File: config.mk
export PLATFORM = sky130hd
export DESIGN_NAME = prbs9_source
export DESIGN_NICKNAME = d
export VERILOG_FILES = /design/src/rtl/prbs9_source.sv
export SDC_FILE = /design/constraint.sdc
export NUM_CORES = 1
export LEC_CHECK = 0
export ABC_AREA = 1
export BUFFER_PORTS_ARGS = -buffer_cell sky130_fd_sc_hd__buf_2
export CORE_MARGIN = 5
export CORE_UTILIZATION = 60
export DETAILED_ROUTE_END_ITERATION = 7
export PLACE_DENSITY = 0.89
export SLEW_MARGIN = 10
export SYNTH_ARGS = -nofsm -noshare
export SYNTH_HDL_FRONTEND = slang
export SYNTH_SLANG_ARGS = --single-unit
File: constraint.sdc
create_clock -name clk -period 3.2 [get_ports clk]
set_input_delay 0.48 -clock clk [delete_from_list [all_inputs] [get_ports clk]]
set_output_delay 0.48 -clock clk [all_outputs]
set_load 0.01 [all_outputs]
File: src/rtl/prbs9_source.sv
// prbs9_source: PRBS9 (x^9 + x^5 + 1) bit source advancing one bit per divided tick.
// Ports:
//   clk         system clock, rising edge
//   i_rst_n     asynchronous active-low reset
//   i_enable    run enable; low freezes divider, LFSR and period counter
//   i_load_seed synchronous seed load strobe (highest priority)
//   i_seed      seed value, zero substituted by SEED
//   o_bit       current PRBS bit, held between ticks
//   o_valid     one-clock strobe when o_bit updates
//   o_wrap      one-clock strobe with o_valid of the last bit of the 511-bit period
//   o_state     current LFSR register
module prbs9_source #(
  parameter logic [8:0] SEED  = 9'h1AA,
  parameter int         N_DIV = 4,
  parameter int         DIV_W = 8
) (
  input  logic       clk,
  input  logic       i_rst_n,
  input  logic       i_enable,
  input  logic       i_load_seed,
  input  logic [8:0] i_seed,
  output logic       o_bit,
  output logic       o_valid,
  output logic       o_wrap,
  output logic [8:0] o_state
);
  logic [8:0]       lfsr;
  logic [DIV_W-1:0] div_cnt;
  logic [8:0]       per_cnt;
  logic             tick;
  logic             last;
  assign tick    = i_enable && (div_cnt == DIV_W'(N_DIV - 1));
  assign last    = per_cnt == 9'd510;
  assign o_state = lfsr;
  always_ff @(posedge clk or negedge i_rst_n) begin
    if (!i_rst_n) begin
      lfsr    <= SEED;
      div_cnt <= '0;
      per_cnt <= '0;
      o_bit   <= 1'b0;
      o_valid <= 1'b0;
      o_wrap  <= 1'b0;
    end else if (i_load_seed) begin
      // an all-zero seed would lock the LFSR, so fall back to SEED
      lfsr    <= (i_seed == 9'd0) ? SEED : i_seed;
      div_cnt <= '0;
      per_cnt <= '0;
      o_valid <= 1'b0;
      o_wrap  <= 1'b0;
    end else begin
      o_valid <= tick;
      o_wrap  <= tick && last;
      if (i_enable) div_cnt <= tick ? '0 : div_cnt + 1'b1;
      if (tick) begin
        o_bit   <= lfsr[8];
        lfsr    <= {lfsr[7:0], lfsr[8] ^ lfsr[4]};
        per_cnt <= last ? 9'd0 : per_cnt + 1'b1;
      end
    end
  end
endmodule

==> flow_summary.yaml, run 1 <==
cells_and_area:
  nFillCells: 230
  seq_area_um2: 732
  multi_input_area_um2: 876
  n_antenna_cell: 0
  drive_above_1_share: 0.232
  layout.nets: 270
  final_cell_area_um2: 1920
  fin_cells: 285
  areaGrowthSynthToFinish_pct: 10.5
clocking:
  ctsHoldBuffers: 0
  cts.sinks: 29
  clkSlewWorstSetupHoldPaths_ns: 0.10
  cts_max_level: 2
  cts_buffer_depth: 2
  cts_buffers: 5
  cts_resized: 0
  cts_root_buf: "clkbuf_4"
  cts_tree: "built"
  clk_latency_ns: 0.33
  postCtsSetupRepairBufs: 0
timing:
  finalSetupViolations: 0
  period_share: 0.500
  skew_ns: 0.0208
  worstMarginPinSlew_ns: 0.604
  worst_hold_slack_ns: 0.145
  finalCriticalPeriod_ns: 1.60
  hold_viol: 0
  fmax_mhz: 626
  slew_headroom: 0.597
  slew_viol_final: 0
  rsz0062_at_grt: "no"
  setup-tns-final_ns: 0
place:
  dpl-instance-area_um2: 1870
  dp_hpwl_um: 2630
  numPlacedInstances: 277
  gp_congestion: 0.829
  port_buffers: 24
yosys:
  yosys.area_share.xor_xnor: 0.0354
  ys_ff_latch: 29
  yosysSeqAreaShare: 0.422
  synth_nets: 243
  postSynthCellCount: 226
  yosys.area_share.adder: 0.0289
  avgSynthCellArea_um2: 7.67
  synth_top_family_by_area: "simple AND/OR/NAND/NOR gates"
  synth-simple-area-share: 0.377
  muxShareOfSynthArea: 0
  synth_cell_types: 27
  syn-cell-area_um2: 1730
  synth-compound-area-share: 0.0642
  yosysWarnings: 0
worst_setup_path:
  cp_num_buf_inv: 2
  cp-start-kind: "register"
  reg2reg_from: "div_cnt[0]"
  end_kind: "register"
  cp.arrival_ns: 1.82
  worstRegToRegCells: 9
  r2r-end: "o_state[0]"
  worstPathMaxFanout: 17
  path_cells: "ha_1 -> nand2_2 -> clkinv_2 -> nand2_4 -> nor2_8 -> nor2_8 -> inv_1 -> nand2_1 -> nand2_1"
  r2r_setup_slack_ns: 1.60
  critPathKind: "register to register"
  required_ns: 3.43
  crit_start: "div_cnt[0]"
  slowest_stage: "dfrtp_1"
  cpPeakStageDelay_ns: 0.42
  crit_family: "simple AND/OR/NAND/NOR gates"
power_and_ir_drop:
  p_clk_frac: 0.297
  peakVddDrop_mv: 0.399
  p_comb_frac: 0.125
  pwr-share-seq: 0.578
  swShare: 0.275
  switchingPower_w: 0.000191
  powerDensity_nw_per_um2: 363
  p_leak_nw: 0.954
  p_int_w: 0.000505
routing:
  wirelength_um: 3360
  drt-initial-drc-count: 99
  first_pass_iters: 4
  drtAntennaViolNets: 0
  wire_per_inst_um: 11.8
  vias_per_cell: 4.97
  drcViolationCount: 0
  vias: 1417
run:
  drv_cap: 0
global_routing:
  gr-total-overflow: 0
  grt_pass1_vias: 1460
  antenna_found_initial: 0
  grtUsageTotal: 0.195
  grt_pass1_wl_um: 6250
  grt_max_degree: 30
run_status:
  outcome: "complete, no violations"
floorplan:
  start_util: 0.629
  dieArea_um2: 4070
  die_y_um: 63.8
  num_rows: 19
  io_pins: 25
  die_width_um: 63.8
  core_area_um2: 2760
min_path:
  min-delay-path-class: "input port to async pin"
[Yosys cell counts]
| cell type | number | area [um^2] |
|---|---|---|
| nor3_1 | 1 | 5.00 |
| nand2_1 | 78 | 293 |
| o21ai_0 | 4 | 20.0 |
| o21bai_1 | 1 | 7.51 |
| dfrtp_1 | 24 | 601 |
| buf_6 | 1 | 11.3 |
| nand3_2 | 2 | 20.0 |
| nor2_1 | 27 | 101 |
| nand2_4 | 1 | 11.3 |
| buf_4 | 1 | 7.51 |
| nand3_4 | 1 | 17.5 |
| xnor2_1 | 2 | 17.5 |
| clkbuf_1 | 1 | 3.75 |
| inv_1 | 25 | 93.8 |
| dfstp_2 | 5 | 131 |
| o21ai_1 | 1 | 5.00 |
| xor2_1 | 5 | 43.8 |
| nor2_8 | 2 | 40.0 |
| nand3b_1 | 1 | 7.51 |
| nand2_2 | 7 | 43.8 |
| clkinv_2 | 1 | 5.00 |
| nand3_1 | 18 | 90.1 |
| nand4_1 | 2 | 12.5 |
| ha_1 | 4 | 50.1 |
| nor2_4 | 1 | 11.3 |
| buf_2 | 1 | 5.00 |
| o21ai_2 | 9 | 78.8 |
[through the flow]
stage	power, W	util	worst slack (ns)
after CTS	0.000706	0.695	1.58
final	0.000696	0.695	1.60
after global routing	0.000747	0.695	1.47
after floorplan	0.000459	-	1.88
after detailed placement	0.000498	0.676	1.44
after global placement	0.000496	0.676	1.48
[layer usage]
metal / up-vias / routed length, um / share of wire / global-route usage
met1: 639 / 1460 / 0.43 / 0.232
li1: 753 / - / - / -
met5: - / 0 / 0 / 0
met3: 4 / 142 / 0.042 / 0.0578
met2: 21 / 1700 / 0.51 / 0.329
met4: 0 / 53 / 0.016 / 0.0805
[worst max-delay path by stage]
stage	endpoint	cells past startpoint
finish	o_state[0]	9
global route	o_state[0]	9
CTS	o_state[0]	9
detailed placement	div_cnt[5]	8
global placement	div_cnt[5]	8
floorplan	div_cnt[6]	9
[cells by family (layout without fill, tap and decap cells)]
group	count (synthesis)	in the layout
DFF	29	29
buffers and inverters	30	58
AOI/OAI and AO/OA	15	15
adders and majority gates	4	4
xor gates and xnor gates	7	7
and+or+nand+nor	141	141
[power groups by stage]
stage	Combinational, W	Sequential (W)	Clock [W]
2_1_floorplan	0.0000458	0.000413	0
6_report	0.0000868	0.000402	0.000207
3_5_place_dp	0.0000882	0.000410	0
3_3_place_gp	0.0000865	0.000409	0
4_1_cts	0.0000888	0.000403	0.000215
5_1_grt	0.000101	0.000406	0.000240
[sequential cells by signal (all words and copies together) (netlist names)]
signal,cells
per_cnt,9
div_cnt,8
o_state,9
o_bit,1
o_valid,1
o_wrap,1
[area by class of cell]
cell class                 count  area share
sequential                    29       0.382
inverter                      26      0.0516
tap                           31      0.0202
clock buffer                   7      0.0235
multi-input combinational    167       0.457
clock inverter                 1     0.00261
timing repair buffer          24      0.0627
[placed cells by master, fill, tap and decap left out, types with 2 or more instances in the layout]
master and count:
buf_2 24, clkbuf_1 2, clkbuf_4 5, clkinv_2 2, dfrtp_1 24, dfstp_2 5, ha_1 4, inv_1 25
nand2_1 78, nand2_2 7, nand3_1 18, nand3_2 2, nand4_1 2, nor2_1 27, nor2_8 2, o21ai_0 4
o21ai_2 9, xnor2_1 2, xor2_1 5
Power figures use the tool's default switching activity.
==> inputs of run 2 (changes only) <==
--- a/config.mk
+++ b/config.mk
@@ -8,9 +8,9 @@
 export ABC_AREA = 1
 export BUFFER_PORTS_ARGS = -buffer_cell sky130_fd_sc_hd__buf_2
 export CORE_MARGIN = 5
-export CORE_UTILIZATION = 60
+export CORE_UTILIZATION = 51
 export DETAILED_ROUTE_END_ITERATION = 7
-export PLACE_DENSITY = 0.89
+export PLACE_DENSITY = 0.81
 export SLEW_MARGIN = 10
 export SYNTH_ARGS = -nofsm -noshare
 export SYNTH_HDL_FRONTEND = slang
==> constraint.sdc (replaced) <==
create_clock -name clk -period 1.3 [get_ports clk]
set_input_delay 0.195 -clock clk [delete_from_list [all_inputs] [get_ports clk]]
set_output_delay 0.195 -clock clk [all_outputs]
set_load 0.01 [all_outputs]
==> run 2 against run 1 <==
Net effect:
- the run now ends with setup timing left
- largest cell class unchanged
- critical endpoint is now o_state[4]
- combinational power grew to 3.2 times the previous value
- critical path type unchanged
- wire length is 26% higher
- critical path depth stayed put
==> flow_summary.yaml, run 2 (synthesized netlist as in run 1, its figures left out) <==
run_status:
  outcome: "complete, but fails checks"
  failed_checks: "setup timing"
routing:
  drcViolationCount: 0
  vias: 1643
  wl_met1_um: 1730
  route.met3.wl_um: 203
  first_pass_iters: 4
  wire_per_inst_um: 12.9
  routed-wl-met2_um: 2200
  drtAntennaViolNets: 0
  drt-initial-drc-count: 97
  top_layer: "met4"
  vias_per_cell: 5.02
  wirelength_um: 4220
run:
  drv_cap: 0
worst_setup_path:
  cpPeakStageDelay_ns: 0.37
  r2r_setup_slack_ns: -0.07
  slowest_stage: "dfrtp_1"
  cp-start-kind: "register"
  worstPathMaxFanout: 5
  path_cells: "ha_2 -> nand2_2 -> clkinv_2 -> nand2_4 -> nor2_8 -> nor2_8 -> buf_6 -> nand2_4 -> nand3_2"
  crit_start: "div_cnt[1]"
  r2r-end: "o_state[4]"
  worstRegToRegCells: 9
  cp.arrival_ns: 1.60
  crit_family: "simple AND/OR/NAND/NOR gates"
  critPathKind: "register to register"
  required_ns: 1.53
  cp_num_buf_inv: 2
  end_kind: "register"
  reg2reg_from: "div_cnt[1]"
floorplan:
  start_util: 0.524
  num_rows: 21
  core_area_um2: 3310
  die_y_um: 68.3
  io_pins: 25
  die_width_um: 68.3
  dieArea_um2: 4670
timing:
  worst_hold_slack_ns: 0.0998
  finalWorstSetupSlack_ns: -0.0706
  slew_viol_final: 0
  period_share: 1.05
  hold_viol: 0
  finalCriticalPeriod_ns: 1.37
  setup-tns-final_ns: -0.941
  finalSetupViolations: 22
  fmax_mhz: 730
  slew_headroom: 0.758
  worstMarginPinSlew_ns: 0.363
  skew_ns: 0.00789
  rsz0062_at_grt: "yes"
power_and_ir_drop:
  p_comb_frac: 0.137
  powerDensity_nw_per_um2: 912
  swShare: 0.253
  peakVddDrop_mv: 0.646
  p_int_w: 0.00153
  switchingPower_w: 0.000518
  total_power_w: 0.00205
  pwr-share-seq: 0.482
  p_clk_frac: 0.382
  p_leak_nw: 1.13
place:
  dp_hpwl_um: 2930
  gp_congestion: 0.943
  port_buffers: 24
  dpl-instance-area_um2: 2060
global_routing:
  grtUsageTotal: 0.206
  grt_max_degree: 30
  gr-total-overflow: 0
  grt_pass1_vias: 1588
  grt_pass1_wl_um: 7000
  antenna_found_initial: 0
clocking:
  cts_root_buf: "clkbuf_4"
  clkSlewWorstSetupHoldPaths_ns: 0.10
  cts_buffer_depth: 2
  cts_max_level: 2
  cts.sinks: 29
  cts_buffers: 5
  cts_tree: "built"
  clk_latency_ns: 0.34
cells_and_area:
  drive_above_1_share: 0.352
  areaGrowthSynthToFinish_pct: 29.4
  finalCoreUtilization: 0.678
  layout.nets: 297
  final_common_cell: "nand2_1"
  n_antenna_cell: 0
  final_cell_area_um2: 2240
  final_cell_mix: "nand2_1, nor2_1, dfrtp_1, buf_2, inv_1"
min_path:
  min-delay-path-class: "input port to register"
  whs_endpoint: "o_state[2]"
  worstHoldStart: "i_seed[2]"
  holdPathStages: 3
## run 2: cell count changes in the layout (fill, tap and decap cells not counted), moves of 3 or more
cell and change:
nor2_2 +3, nor2_1 -3, buf_4 +21, nand2_1 -6
nand2_2 +4, buf_6 +4
## run 2: layout make-up
type                            instances  area, um^2
Clock buffer                            7        55.1
Multi-Input combinational cell        167         916
Sequential cell                        29         732
Tap cell                               46        57.6
Fill cell                             303        1070
Inverter                               26         101
Timing Repair Buffer                   51         353
Clock inverter                          1        30.0
## run 2: timing repair
| action | CTS | global route |
|---|---|---|
| gates resized for setup | 11 | 9 |
| buffers inserted | 2 | 3 |
| hold buffers | 1 | 0 |
| endpoints found under the setup margin | 19 | 27 |
| hold endpoints to repair | 24 | 0 |
| pin swaps | 5 | 7 |
## run 2: tightest hold or removal path, delay by kind of cell
kind | cells | cell delay [ns]
simple gates | 2 | 0.12
buf+inv | 1 | 0.09
## run 2: how the worst max path moves through the flow
stage	to	cells past startpoint
3_5_place_dp	o_state[4]	9
5_1_grt	per_cnt[0]	7
2_1_floorplan	o_state[4]	9
6_report	o_state[4]	9
3_3_place_gp	o_state[4]	8
4_1_cts	o_state[5]	10
## run 2: routing by layer
metal / vias up / track usage
met5: - / 0
met4: 0 / 0.0794
met3: 10 / 0.0755
met2: 40 / 0.344
met1: 779 / 0.238
li1: 814 / -
## run 2: per-stage QoR
step,cells,worst slack (ns)
floorplan,226,0.0122
global placement,313,0.0162
detailed placement,313,-0.0248
CTS,324,-0.0501
global route,327,-0.149
finish,327,-0.0706
## run 2: power groups by stage
stage	logic, W	registers [W]	clock network [W]
2_1_floorplan	0.000113	0.00102	0
3_3_place_gp	0.000248	0.00100	0
3_5_place_dp	0.000255	0.00100	0
4_1_cts	0.000262	0.000987	0.000794
5_1_grt	0.000313	0.000991	0.000839
6_report	0.000280	0.000986	0.000781
